[src/rtl/line_fill_responder.sv]
// Instruction-cache line fill engine: on a miss it streams WORDS sequential reads
// from instruction memory and assembles them into one cache line.
module line_fill_responder #(
  parameter int WORDS = 8,
  parameter int OFF_W = 5
) (
  input  logic                   CLK,
  input  logic                   RST,
  input  logic                   fill_req,
  input  logic [31:0]            fill_addr,
  output logic                   mem_rden,
  output logic [31:0]            mem_addr,
  input  logic [31:0]            mem_rdata,
  output logic [32*WORDS-1:0]    line_data,
  output logic [31-OFF_W:0]      line_tag,
  output logic                   fill_done,
  output logic                   busy
);

  localparam int CNT_W = $clog2(WORDS) + 1;
  localparam int IDX_W = $clog2(WORDS);
  localparam logic [CNT_W-1:0] LAST = CNT_W'(WORDS - 1);

  typedef enum logic [1:0] {IDLE, ISSUE, DRAIN, DONE} state_t;

  state_t           state;
  logic [31:0]      base;
  logic [CNT_W-1:0] issue_cnt;
  logic [CNT_W-1:0] cap_cnt;
  logic [CNT_W-1:0] issue_nxt;
  logic             cap_vld;

  assign issue_nxt = issue_cnt + CNT_W'(1);

  always_ff @(posedge CLK or posedge RST) begin
    if (RST) begin
      state     <= IDLE;
      base      <= '0;
      issue_cnt <= '0;
      cap_cnt   <= '0;
      cap_vld   <= 1'b0;
      mem_rden  <= 1'b0;
      mem_addr  <= '0;
      line_data <= '0;
      line_tag  <= '0;
      fill_done <= 1'b0;
      busy      <= 1'b0;
    end else begin
      // Read data trails mem_rden by one cycle; the delayed enable marks it valid.
      cap_vld <= mem_rden;
      if (cap_vld) begin
        line_data[32*cap_cnt[IDX_W-1:0] +: 32] <= mem_rdata;
        cap_cnt <= cap_cnt + CNT_W'(1);
      end

      case (state)
        IDLE: begin
          if (fill_req) begin
            base      <= {fill_addr[31:OFF_W], {OFF_W{1'b0}}};
            line_tag  <= fill_addr[31:OFF_W];
            mem_addr  <= {fill_addr[31:OFF_W], {OFF_W{1'b0}}};
            mem_rden  <= 1'b1;
            issue_cnt <= '0;
            cap_cnt   <= '0;
            busy      <= 1'b1;
            state     <= ISSUE;
          end
        end
        ISSUE: begin
          if (issue_cnt == LAST) begin
            mem_rden <= 1'b0;
            mem_addr <= '0;
            state    <= DRAIN;
          end else begin
            // base is line-aligned, so adding the word offset never carries out of the line
            issue_cnt <= issue_nxt;
            mem_addr  <= base + 32'({issue_nxt, 2'b00});
          end
        end
        DRAIN: begin
          if (cap_vld && cap_cnt == LAST) begin
            fill_done <= 1'b1;
            state     <= DONE;
          end
        end
        DONE: begin
          fill_done <= 1'b0;
          busy      <= 1'b0;
          state     <= IDLE;
        end
        default: begin
          mem_rden  <= 1'b0;
          mem_addr  <= '0;
          fill_done <= 1'b0;
          busy      <= 1'b0;
          state     <= IDLE;
        end
      endcase
    end
  end

endmodule

[config.mk]
export PLATFORM = sky130hd
export DESIGN_NAME = line_fill_responder
export DESIGN_NICKNAME = d
export VERILOG_FILES = /design/src/rtl/line_fill_responder.sv
export SDC_FILE = /design/constraint.sdc
export NUM_CORES = 1
export LEC_CHECK = 0
export CORE_ASPECT_RATIO = 0.9
export CORE_MARGIN = 3
export CORE_UTILIZATION = 40
export DETAILED_ROUTE_END_ITERATION = 7
export PLACE_DENSITY_LB_ADDON = 0.1
export SLEW_MARGIN = 20
export SYNTH_ARGS = -nofsm -noshare
export SYNTH_HDL_FRONTEND = slang
export SYNTH_SLANG_ARGS = --single-unit
[constraint.sdc]
create_clock -name CLK -period 17 [get_ports CLK]
set_clock_uncertainty 0.2 [all_clocks]
set_input_delay 2.55 -clock CLK [delete_from_list [all_inputs] [get_ports CLK]]
set_output_delay 2.55 -clock CLK [all_outputs]
set_load 0.1 [all_outputs]
==> impl_metrics.py <==
metrics = {
    "clock_tree": {
        "cts_setup_buffers": 0,
        "htreeDepth": 2,
        "cts.clk_slew.worst_paths_ps": 60,
        "cts_inserted_buffers": 37,
        "cts_tree": "built",
        "cts.sinks": 327,
        "cts_buffer_depth": 3,
        "post_cts_resized": 0,
        "ctsHoldBuffers": 0,
        "insertion_delay_ps": 520,
        "cts_root_buffer": "clkbuf_16",
    },
    "critical_path": {
        "r2r-start": "cap_cnt[0]",
        "cp_data_arrival_time_ps": 2350,
        "cpPeakStageDelay_ps": 1230,
        "cp-start-kind": "register",
        "end_kind": "output port",
        "cp_max_fo": 10,
        "crit_buf_inv": 1,
        "cp_top_family": "buffers and inverters",
        "startpoint": "line_tag[2]",
        "crit_path_cell_trace": "clkdlybuf4s50_1",
        "required_ps": 14250,
        "slowest_stage": "clkdlybuf4s50_1",
        "critPathKind": "register to output port",
    },
    "die": {
        "die_height_um": 181,
        "start_util_pct": 40.9,
        "die_w_um": 200,
        "row_count": 63,
        "io_pins": 385,
        "core_um2": 33200,
        "dieArea_um2": 36200,
    },
    "yosys": {
        "synthMuxAreaShare_pct": 12.0,
        "synth_area_leaders": "dfrtp_1 60%, mux2_2 12%, nand2_1 7.5%",
        "yosys.area.top_type": "dfrtp_1",
        "synthCells": 1235,
        "synth_xor_area_share_pct": 1.03,
        "synth_top_family_by_area": "simple AND/OR/NAND/NOR gates",
        "ys.flop_type": "dfrtp_1",
        "syn_area_per_cell_um2": 11.0,
        "yosys_register_bits": 327,
        "synth_compound_area_share_pct": 6.70,
        "synth_simple_gate_area_share_pct": 15.2,
        "ys_types": 51,
        "yosysWarningCount": 0,
        "synth_fa_ha_area_share_pct": 0.921,
        "synth_top_area_share_pct": 60.3,
        "async_flop_share_pct": 100,
        "synth_edf_count": 0,
        "synth_area_um2": 13600,
        "ys_seq_area_share_pct": 60.3,
    },
    "sta": {
        "rsz0062_at_grt": "no",
        "setup_viol": 0,
        "slew_headroom_pct": 28.2,
        "whs_ps": 237,
        "max_freq_mhz": 196,
        "worst-slew-pin-transition_ps": 1070,
        "period_minus_slack_ps": 5100,
        "hold_viol_final": 0,
        "slew_violations": 0,
        "fin_crit_sh_pct": 30.0,
        "tns_ps": 0,
    },
    "route": {
        "vias": 10500,
        "viasPerCell": 5.07,
        "drt_iter0_drc": 554,
        "ant_nets": 0,
        "drc_errors": 0,
        "wire_per_inst_um": 20.1,
        "routed_wl_um": 41600,
        "dr.pass1.iters": 5,
    },
    "global_routing": {
        "grt_pass1_vias": 10300,
        "grt_usage_pct": 22.6,
        "grt_pass1_wl_um": 64600,
        "overflow": 0,
        "antenna_found_initial": 0,
        "grt_max_degree": 121,
    },
    "placement": {
        "post-dp-hpwl_um": 28500,
        "port_buffers": 377,
        "place_congestion": 0.824,
    },
    "run": {
        "drv_cap": 0,
    },
    "layout": {
        "mostFrequentLayoutCell": "clkdlybuf4s50_1",
        "insertedDiodeCount": 0,
        "drive_gt1_share_pct": 14.3,
        "areaGrowthSynthToFinish_pct": 39.1,
        "fin_nets": 1669,
        "final_cell_mix": "377 x clkdlybuf4s50_1, 327 x dfrtp_1, 269 x nand2_1",
    },
    "power_and_ir_drop": {
        "cellLeakagePower_uw": 0.00852,
        "irDropWorstVdd_uv": 63.5,
        "power_density_nw_per_um2": 90.5,
    },
    "min_path": {
        "hold_path.class": "register to register",
        "hp-start": "mem_rden",
    },
    "status": {
        "status": "finished, final reports clean",
    },
}
path summary, 6_finish.rpt:
path	end	slack, ps	depth (start not counted)
setup reg to reg	line_data[87]	12840	8
max in group asynchronous	line_tag[9]	11980	4
setup / recovery	line_tag[2]	11900	1
hold reg to reg	cap_vld	240	0
hold / removal	cap_vld	240	0
min in group asynchronous	line_data[84]	2390	2
flip-flops by register name, indices dropped and copies added (netlist names):
name       count
line_data    256
mem_addr      30
line_tag      27
cap_cnt        4
issue_cnt      4
state          2
busy           1
cap_vld        1
fill_done      1
mem_rden       1
power by group:
| group | switching [µW] | internal [µW] | total (µW) |
|---|---|---|---|
| sequential | 4.46 | 788 | 792 |
| clock | 317 | 457 | 774 |
| combinational | 108 | 35.4 | 144 |
area by class of cell:
cell class,instances,area [µm²]
fillers,2948,14300
flip-flops and latches,327,8180
multi-input cells,789,4900
repair buffers,395,3910
clock buffers,56,1090
well taps,455,569
inverters,42,165
clock inverters,9,80.1
synth_stat cells (5+ instances only):
cell / number
o211ai_1: 10
buf_2: 17
o21ai_0: 106
a221oi_1: 5
nand2_1: 271
buf_4: 6
o22ai_1: 6
dfrtp_1: 327
xor2_1: 7
nand2b_1: 17
nor2_1: 32
clkbuf_1: 48
ha_1: 10
xnor2_1: 9
a21oi_1: 26
nand4_1: 16
and3_1: 16
mux2_2: 141
or4_1: 10
nand3_1: 55
inv_1: 42
logic make-up (layout without fill, tap and decap cells):
family,Yosys count,in the layout
and+or+nand+nor,451,451
DFF,327,327
AOI/OAI and AO/OA,165,165
muxes,145,145
buffers and inverters,120,502
xor gates and xnor gates,16,16
adders and majority gates,10,10
other,1,2
per-layer routing:
metal | track usage (%) | wire [µm] | vias to the layer above
met5 | 0 | 0 | -
met4 | 5.49 | 855 | 0
met3 | 6.68 | 3460 | 51
met2 | 34.7 | 18600 | 359
met1 | 31.6 | 18800 | 5194
li1 | - | - | 4898
stage by stage:
step | cells | worst slack [ps] | cell area, µm² | util [%] | power, µW
after floorplan | 1236 | 5200 | 13600 | - | 898
after global placement | 2008 | 11220 | 17700 | 53.4 | 951
after detailed placement | 2008 | 11210 | 17700 | 53.4 | 951
after CTS | 2073 | 11780 | 18900 | 56.9 | 1730
after global routing | 2073 | 11500 | 18900 | 56.9 | 1770
final | 2073 | 11900 | 18900 | 56.9 | 1710
No activity file was read; power rests on OpenSTA's default activity.
